===== config.mk =====
export PLATFORM = sky130hd
export DESIGN_NAME = matrix_alu_2x2_seq_flat
export DESIGN_NICKNAME = d
export VERILOG_FILES = /design/src/rtl/matrix_alu_2x2_seq_if.sv /design/src/rtl/matrix_alu_2x2_seq.sv /design/src/flat_wrapper.sv
export SDC_FILE = /design/constraint.sdc
export NUM_CORES = 1
export LEC_CHECK = 0
export CORE_MARGIN = 2
export CORE_UTILIZATION = 60
export DETAILED_ROUTE_END_ITERATION = 7
export PLACE_DENSITY = 0.86
export SLEW_MARGIN = 20
export SYNTH_ARGS = -nofsm -noshare
export SYNTH_HDL_FRONTEND = slang
export SYNTH_SLANG_ARGS = --single-unit

===== constraint.sdc =====
create_clock -name clk -period 10.3 [get_ports clk]
set_input_delay 2.06 -clock clk [delete_from_list [all_inputs] [get_ports clk]]
set_output_delay 2.06 -clock clk [all_outputs]
set_load 0.05 [all_outputs]

===== src/rtl/matrix_alu_2x2_seq_if.sv =====
// rtl/matrix_alu_2x2_seq_if.sv - request/result bundle for the 2x2 matrix ALU
//
// Purpose: groups the start/op/operand request and the busy/done/result
//          response of matrix_alu_2x2_seq into one interface.
// Signals:
//   start     request strobe, sampled by the ALU only while idle
//   op        3-bit opcode (000 add, 001 sub, 010 mul, 011 transpose, 100 det)
//   A, B      4*W operand matrices {x11,x12,x21,x22}, x11 in the MSBs, unsigned
//   busy      high from the cycle after acceptance through the done cycle
//   done      one-cycle completion pulse
//   C         4*RW result matrix {c11,c12,c21,c22}, signed elements
//   singular  determinant result was zero
//   err       opcode was not one of the five legal values
// Modports: master drives the request, slave (the ALU) drives the response.

interface matrix_alu_2x2_seq_if #(
  parameter int W = 4
);
  localparam int RW = 2 * W + 2;

  logic            start;
  logic [2:0]      op;
  logic [4*W-1:0]  A;
  logic [4*W-1:0]  B;
  logic            busy;
  logic            done;
  logic [4*RW-1:0] C;
  logic            singular;
  logic            err;

  modport master (
    output start, op, A, B,
    input  busy, done, C, singular, err
  );

  modport slave (
    input  start, op, A, B,
    output busy, done, C, singular, err
  );
endinterface


===== src/rtl/matrix_alu_2x2_seq.sv =====
// rtl/matrix_alu_2x2_seq.sv - sequential 2x2 matrix ALU with one shared multiplier
//
// Purpose: add, subtract, multiply, transpose and determinant of 2x2 matrices
//          with unsigned W-bit elements, behind a start/done handshake.
//          Multiply and determinant reuse a single W x W multiplier, one
//          product per cycle (8 cycles for mul, 2 for det).
// Ports:
//   clk   rising-edge clock
//   rst   synchronous active-high reset; aborts any operation in flight
//   bus   matrix_alu_2x2_seq_if slave: start/op/A/B in, busy/done/C/singular/err out
// Latency start->done: add/sub/transpose/illegal 2, det 3, mul 9 cycles.

module matrix_alu_2x2_seq #(
  parameter int W = 4
) (
  input  logic                 clk,
  input  logic                 rst,
  matrix_alu_2x2_seq_if.slave  bus
);
  localparam int RW = 2 * W + 2;

  localparam logic [2:0] OP_ADD = 3'b000;
  localparam logic [2:0] OP_SUB = 3'b001;
  localparam logic [2:0] OP_MUL = 3'b010;
  localparam logic [2:0] OP_TR  = 3'b011;
  localparam logic [2:0] OP_DET = 3'b100;

  typedef enum logic [1:0] {
    IDLE = 2'd0,
    EXEC = 2'd1,
    DONE = 2'd2
  } state_t;

  state_t state, state_nxt;

  // Element index 3 is x11 (MSBs), 2 is x12, 1 is x21, 0 is x22.
  logic [3:0][W-1:0]  a_q, b_q;
  logic [2:0]         op_q;
  logic [2:0]         cnt;
  logic [3:0][RW-1:0] acc, acc_nxt;
  logic [3:0][RW-1:0] res;
  logic [3:0][RW-1:0] c_q;
  logic               singular_q, err_q;

  logic               last_step;
  logic [1:0]         a_idx, b_idx, acc_idx;
  logic [W-1:0]       mul_x, mul_y;
  logic [2*W-1:0]     prod;
  logic [RW-1:0]      prod_ext;
  logic               singular_nxt, err_nxt;

  // ---------------- FSM: state register ----------------
  always_ff @(posedge clk) begin
    if (rst) begin
      state <= IDLE;
    end else begin
      state <= state_nxt;
    end
  end

  // ---------------- FSM: next state ----------------
  always_comb begin
    state_nxt = state;
    case (state)
      IDLE:    if (bus.start) state_nxt = EXEC;
      EXEC:    if (last_step) state_nxt = DONE;
      DONE:    state_nxt = IDLE;
      default: state_nxt = IDLE;
    endcase
  end

  // ---------------- FSM: outputs ----------------
  always_comb begin
    bus.busy = (state != IDLE);
    bus.done = (state == DONE);
  end

  // EXEC length: 8 products for mul, 2 for det, a single cycle otherwise.
  always_comb begin
    case (op_q)
      OP_MUL:  last_step = (cnt == 3'd7);
      OP_DET:  last_step = (cnt == 3'd1);
      default: last_step = (cnt == 3'd0);
    endcase
  end

  // Mul schedule: step i multiplies a[i2][i0] by b[i0][i1] into c[i2][i1],
  // so each accumulator receives two consecutive products.
  // Element (r,c) lives at packed index 3-(2r+c), i.e. the inverted {r,c}.
  always_comb begin
    a_idx   = ~{cnt[2], cnt[0]};
    b_idx   = ~{cnt[0], cnt[1]};
    acc_idx = ~cnt[2:1];
    mul_x   = '0;
    mul_y   = '0;
    if (op_q == OP_DET) begin
      // step0: a11*a22, step1: a12*a21
      mul_x = cnt[0] ? a_q[2] : a_q[3];
      mul_y = cnt[0] ? a_q[1] : a_q[0];
    end else if (op_q == OP_MUL) begin
      mul_x = a_q[a_idx];
      mul_y = b_q[b_idx];
    end
  end

  assign prod     = {{W{1'b0}}, mul_x} * {{W{1'b0}}, mul_y};
  assign prod_ext = {{(RW-2*W){1'b0}}, prod};

  always_comb begin
    acc_nxt = acc;
    if (op_q == OP_DET) begin
      acc_nxt[3] = cnt[0] ? (acc[3] - prod_ext) : (acc[3] + prod_ext);
    end else if (op_q == OP_MUL) begin
      acc_nxt[acc_idx] = acc[acc_idx] + prod_ext;
    end
  end

  // Result as it will appear in the DONE cycle; only captured on the last step.
  always_comb begin
    res = '0;
    case (op_q)
      OP_ADD: begin
        for (int i = 0; i < 4; i++) begin
          res[i] = {{(RW-W){1'b0}}, a_q[i]} + {{(RW-W){1'b0}}, b_q[i]};
        end
      end
      OP_SUB: begin
        for (int i = 0; i < 4; i++) begin
          res[i] = {{(RW-W){1'b0}}, a_q[i]} - {{(RW-W){1'b0}}, b_q[i]};
        end
      end
      OP_MUL, OP_DET: res = acc_nxt;
      OP_TR: begin
        res[3] = {{(RW-W){1'b0}}, a_q[3]};
        res[2] = {{(RW-W){1'b0}}, a_q[1]};
        res[1] = {{(RW-W){1'b0}}, a_q[2]};
        res[0] = {{(RW-W){1'b0}}, a_q[0]};
      end
      default: res = '0;
    endcase
    singular_nxt = (op_q == OP_DET) && (acc_nxt[3] == '0);
    err_nxt      = (op_q > OP_DET);
  end

  // ---------------- datapath ----------------
  always_ff @(posedge clk) begin
    if (rst) begin
      a_q        <= '0;
      b_q        <= '0;
      op_q       <= '0;
      cnt        <= '0;
      acc        <= '0;
      c_q        <= '0;
      singular_q <= 1'b0;
      err_q      <= 1'b0;
    end else begin
      if (state == IDLE && bus.start) begin
        a_q  <= bus.A;
        b_q  <= bus.B;
        op_q <= bus.op;
        cnt  <= '0;
        acc  <= '0;
      end
      if (state == EXEC) begin
        cnt <= cnt + 3'd1;
        acc <= acc_nxt;
        if (last_step) begin
          c_q        <= res;
          singular_q <= singular_nxt;
          err_q      <= err_nxt;
        end
      end
    end
  end

  assign bus.C        = c_q;
  assign bus.singular = singular_q;
  assign bus.err      = err_q;
endmodule


===== src/flat_wrapper.sv =====
// flat-port wrapper written by rule: the top's interface ports become plain ports
module matrix_alu_2x2_seq_flat 
#(
  parameter int W = 4
)
  (clk, rst, bus_start, bus_op, bus_A, bus_B, bus_busy, bus_done, bus_C, bus_singular, bus_err);
  matrix_alu_2x2_seq_if #(.W(W)) bus_i ();
  input  logic clk;
  input  logic rst;
  input wire logic [$bits(bus_i.start)-1:0] bus_start;
  input wire logic [$bits(bus_i.op)-1:0] bus_op;
  input wire logic [$bits(bus_i.A)-1:0] bus_A;
  input wire logic [$bits(bus_i.B)-1:0] bus_B;
  output wire logic [$bits(bus_i.busy)-1:0] bus_busy;
  output wire logic [$bits(bus_i.done)-1:0] bus_done;
  output wire logic [$bits(bus_i.C)-1:0] bus_C;
  output wire logic [$bits(bus_i.singular)-1:0] bus_singular;
  output wire logic [$bits(bus_i.err)-1:0] bus_err;
  assign bus_i.start = bus_start;
  assign bus_i.op = bus_op;
  assign bus_i.A = bus_A;
  assign bus_i.B = bus_B;
  assign bus_busy = bus_i.busy;
  assign bus_done = bus_i.done;
  assign bus_C = bus_i.C;
  assign bus_singular = bus_i.singular;
  assign bus_err = bus_i.err;
  matrix_alu_2x2_seq #(.W(W)) u_core (.clk(clk), .rst(rst), .bus(bus_i));
endmodule

# ---- Word-level counts from Yosys, hierarchy flattened
# Cells that the tools add are included.
dict set report classes {
  addsub 12
  multipliers 1
  magnitude_cmp 5
  eq_ne 10
  muxes 28
  n_bitwise 3
  reduce_logical 12
}
# cell n
set ops {}
lappend ops {{$pmux 40 s4} 1}
lappend ops {{$mux 40} 3}
lappend ops {{$bwmux 40} 1}
lappend ops {{$mux 10} 4}
lappend ops {{$mux 4} 8}
lappend ops {{$mux 30} 1}
lappend ops {{$add 10x8->10} 2}
lappend ops {{$add 4x4->5} 4}
lappend ops {{$bmux 10 s2} 1}
lappend ops {{$demux 10 s2} 1}
lappend ops {{$sub 4x4->5} 4}
lappend ops {{$bmux 4 s2} 2}
lappend ops {{$logic_not 10->1} 1}
lappend ops {{$sub 10x8->10} 1}
lappend ops {{$lt 2x3->1 const B} 3}
lappend ops {{$mul 4x4->8} 1}
lappend ops {{$eq 3x1->1 const B} 2}
lappend ops {{$eq 3x2->1 const B} 2}
lappend ops {{$eq 3x3->1 const B} 2}
lappend ops {{$logic_not 3->1} 2}
lappend ops {{$mux 3} 2}
lappend ops {{$not 2->2} 3}
lappend ops {{$mux 2} 2}
lappend ops {{$pmux 2 s2} 1}
lappend ops {{other kinds (13)} 17}
dict set report totals {
  ff_bits 122
  inputBits 38
  word_cells 92
}

# ---- Longest topological paths before layout
dict set report logic_depth {
  ltp_word 12
  mapped_depth 26
}

# ---- Least setup slack after synthesis
# Ideal clock, no wire load.
dict set report synth_path {
  path_kind {reg-to-reg}
  from {reg u_core.op_q[0]}
  to {reg u_core.c_q, in the netlist u_core.bus.C[39]}
  setup_ns 0.116
  t_arrival_ns 5.930
  required_ns 10.184
  slack_ns 4.254
  path_stages_with_launch 25
  synth_period_minus_slack_ns 6.046
  cell_sequence {dfxtp_1 buf_4 or3b_1 buf_4 clkbuf_1 nor2_1 a21oi_1 a21o_1 fa_1 inv_1 fa_1 fa_1 xor2_1 nor3_1 o21ai_0 nor2_1 nor2_1 xnor2_1 ha_1 or4_1 o221ai_2 a211oi_1 mux2_4 or4_4 a41o_1}
}
dict set report synth_between {
  elab_chain_cells 9
}
# item line_no
set synth_lines {}
lappend synth_lines {{from (decl)} matrix_alu_2x2_seq.sv:38} ;# logic [2:0] op_q;
lappend synth_lines {{from (signal assigned)} matrix_alu_2x2_seq.sv:160} ;# op_q <= bus.op;
lappend synth_lines {{$eq 3x2->1} -}
lappend synth_lines {{$mux 4} matrix_alu_2x2_seq.sv:100} ;# end else if (op_q == OP_MUL) begin
lappend synth_lines {{$mux 4} matrix_alu_2x2_seq.sv:96} ;# if (op_q == OP_DET) begin
lappend synth_lines {{$mul 4x4->8} matrix_alu_2x2_seq.sv:106} ;# assign prod = {{W{1'b0}}, mul_x} * {{W{1'b0}}, mul_y};
lappend synth_lines {{$add 10x8->10} matrix_alu_2x2_seq.sv:114} ;# acc_nxt[acc_idx] = acc[acc_idx] + prod_ext;
lappend synth_lines {{$bwmux 40} matrix_alu_2x2_seq.sv:114}
lappend synth_lines {{$mux 40} matrix_alu_2x2_seq.sv:113} ;# end else if (op_q == OP_MUL) begin
lappend synth_lines {{$mux 10} matrix_alu_2x2_seq.sv:111} ;# if (op_q == OP_DET) begin
lappend synth_lines {{$pmux 40 s4} matrix_alu_2x2_seq.sv:121} ;# case (op_q)
lappend synth_lines {{to (signal assigned)} matrix_alu_2x2_seq.sv:168} ;# c_q <= res;
lappend synth_lines {{to (decl)} matrix_alu_2x2_seq.sv:42} ;# logic [3:0][RW-1:0] c_q;
# Parallel ways exist; a longest one is shown, timed or not.
# A chain may end at the register's enable or synchronous reset.

# ---- Final worst setup path
dict set report layout_path {
  from {reg u_core.op_q[1]}
  to {reg u_core.c_q, in the netlist u_core.bus.C[39]}
}
# The elaborated chain is that of the path after synthesis.

==> summary.txt <==
Final layout
  – Finished Layout Cells: 1299
  – Share of cells above drive strength 1: 7.417%
  – Synth-to-Final Area Change: 16.97%
  – Fin nets: 1222
  – Register area: 0.002442 sq mm
  – Fillers: 1003
  – Footprint of the multi-input gates: 0.005690 sq mm
  – N_diodes: 0

Yosys
  – Unique masters post-synth: 70
  – Ranking of synthesized cells by area: dfxtp_1 (28%), ha_1 (9.3%), a21oi_1 (6.8%)
  – Yosys Warn Count: 0
  – Top-count cell post-synth: nand2_1
  – Seq/Total Area, Yosys: 28.46%
  – Syn Nets: 1178
  – Mapped Area: 0.008581 sq mm
  – Syn avg cell area: 8.080 sq um
  – Yosys top cell area share: 28.46%
  – Post-synth top area cell: dfxtp_1
  – Synth async-reset ratio: 0%
  – Post-synthesis register bit count: 122
  – Synth Flop Type: dfxtp_1
  – Post-synth EDFFs: 0
  – Commonest cells post-synth: nand2_1 (136), dfxtp_1 (122), a21oi_1 (117)
  – Synthesized instance count: 1062

STA
  – FMAX: 0.1404 GHz
  – Final hold violation count: 0
  – Period utilization: 69.17%
  – Clock skew: 9.655 ps
  – Worst slew pin tran: 1012 ps
  – Final Setup Violations: 0
  – Slew headroom: 32.55%
  – Minimum clock period: 7125 ps
  – RSZ-0062 raised after global routing: false
  – Setup TNS Final: 0 ps
  – Final max-slew violation count: 0

Clock network
  – Worst-skew pair later-pin latency: 420 ps
  – Setup Buffers After CTS: 0
  – H-tree levels: 4
  – Cts hold-fix bufs: 0
  – Post-CTS sizing: 0
  – Total clock buffers created by CTS: 17
  – Clock buffer depth: 2
  – CTS tree: yes
  – Root buffer cell: clkbuf_16
  – Clock slew at reported path FFs: 60 ps
  – Sink Count: 122

Routing
  – Vias: 8561
  – DR iter-0 viols: 1427
  – WL/cell: 20.58 microns
  – Post-DRT Antenna Nets: 0
  – Vias per cell: 6.590
  – Pre-antenna DRT Iters: 6
  – Routed WL: 26740 microns
  – DRC errors left: 0

Worst setup path
  – Worst Path Required: 10610 ps
  – Worst Path Arrival: 7430 ps
  – Startpoint Class: register
  – Critical path class: reg -> reg
  – Peak fanout along the critical path: 25
  – CP endpoint kind: register

Hold path
  – Worst min path class: reg -> reg

GRT
  – Remaining Overflow, GRT: 0
  – Vias in the first global route: 8020
  – First-pass GRT wire length: 42190 microns
  – Largest net degree at the start of global routing: 77
  – Global Route Usage Sum: 36.01%
  – Initial antenna violation count: 0

Floorplanning
  – Die footprint: 0.01527 sq mm
  – Die Y: 123.6 microns
  – Boundary Pins: 82
  – Starting Density: 61.58%
  – Floorplan row count: 43
  – Die X: 123.6 microns
  – Core footprint: 0.01393 sq mm

Place
  – I/O Buffers: 81
  – Placed Instances: 1267
  – GP Congestion: 0.9544
  – Final HPWL DP: 18560 microns

Outcome
  – Status: finished clean

Run
  – Max-cap viol count: 0

Power and ir drop
  – VDD IR max: 103.9 uV
  – Leakage: 3.926 nW
  – Power density over cell area: 140.0 mW/mm^2
  – Tot Pwr: 1.405 mW
==> final timing paths <==
kind / from / end / slack (ps) / cells after the start
worst min register to register: u_core.bus.C[31] / u_core.bus.C[31] / 480 / 2
worst max-delay path: u_core.op_q[1] / u_core.bus.C[39] / 3180 / 21
worst min-delay path: u_core.bus.C[31] / u_core.bus.C[31] / 480 / 2
worst max register to register: u_core.op_q[1] / u_core.bus.C[39] / 3180 / 21
==> worst max-delay path, stage by stage, from the launching register on <==
cell and delay, ps:
dfxtp_1 940, or3b_1 690, nand2_1 230, mux4_2 320
nand2b_1 90, fa_1 500, inv_1 50, fa_1 520
ha_1 330, a211oi_2 350, nor2_1 120, o21ai_0 420
nor2_1 110, nor2_1 130, xnor2_1 80, ha_1 260
or4_1 520, o221ai_2 200, a211oi_1 110, mux2_4 320
or4_4 490, a41o_1 240
==> cells by family after synthesis <==
kind of cell               after synthesis  share of synthesized area (%)
and+or+nand+nor                        359                          18.74
AOI/OAI and AO/OA                      294                          21.83
DFF                                    122                          28.46
buffers and inverters                  117                          5.351
adders and majority gates               78                          12.60
muxes                                   65                          10.27
xor gates and xnor gates                27                          2.756
==> report_power, final <==
group	leakage, nW	total [mW]	internal (mW)	switching [mW]
Sequential	0.989	0.515	0.488	0.0272
Clock	0.279	0.608	0.368	0.240
Combinational	2.66	0.282	0.106	0.175
Total	3.93	1.40	0.962	0.443
==> state kept, by name (all words and copies together), names as in the netlist <==
name / count
u_core.a_q: 16
u_core.bus.err: 1
u_core.state: 2
u_core.bus.singular: 1
u_core.bus.C: 40
u_core.b_q: 16
u_core.op_q: 3
u_core.acc: 40
u_core.cnt: 3
==> through the flow <==
step	hold WS, ps	instance area, sq um	util (%)	worst slack, ps
CTS	484.1	10030	71.99	3312
detailed placement	468.9	9432	67.68	3352
global route	492.1	10040	72.03	2829
global placement	465.4	9432	67.68	3535
finish	484.7	10040	72.03	3175
floorplan	455.4	8581	-	4254
==> area by class of cell <==
cell class              instances  area share (%)
flip-flops and latches        122           24.33
repair buffers                 92           8.876
well taps                     180           2.244
inverters                      50           1.870
clock buffers                  18           4.375
multi-input cells             823           56.69
clock inverters                14           1.608
==> routing by layer <==
layer	track usage [%]	wire length, microns
met4	13.64	965
met3	8.471	3498
met1	49.87	10670
met5	0	0
met2	54.70	11600
==> cell usage in the layout, fill, tap and decap left out, types with 4 or more instances in the layout <==
cell type,netlist,layout
a211o_1,4,4
a211oi_1,5,5
a21o_1,14,14
a21oi_1,117,116
a22o_1,11,11
a22oi_1,28,28
a31oi_1,13,13
and2_1,11,11
buf_4,2,12
clkbuf_16,0,17
clkdlybuf4s50_1,0,80
clkinvlp_4,0,5
dfxtp_1,122,122
fa_1,14,14
ha_1,64,64
inv_1,48,48
inv_6,0,5
mux2_2,4,4
mux2i_1,43,43
mux4_2,15,15
nand2_1,136,135
nand2b_1,7,7
nand3_1,42,42
nor2_1,107,107
nor2b_1,18,16
nor3_1,12,12
o211ai_1,6,6
o21a_1,9,9
o21ai_0,35,35
o21ai_1,4,4
o21bai_1,8,8
o221ai_1,5,5
o22ai_1,13,13
xnor2_1,21,21
xor2_1,6,6
No activity file was read; power rests on OpenSTA's default activity.
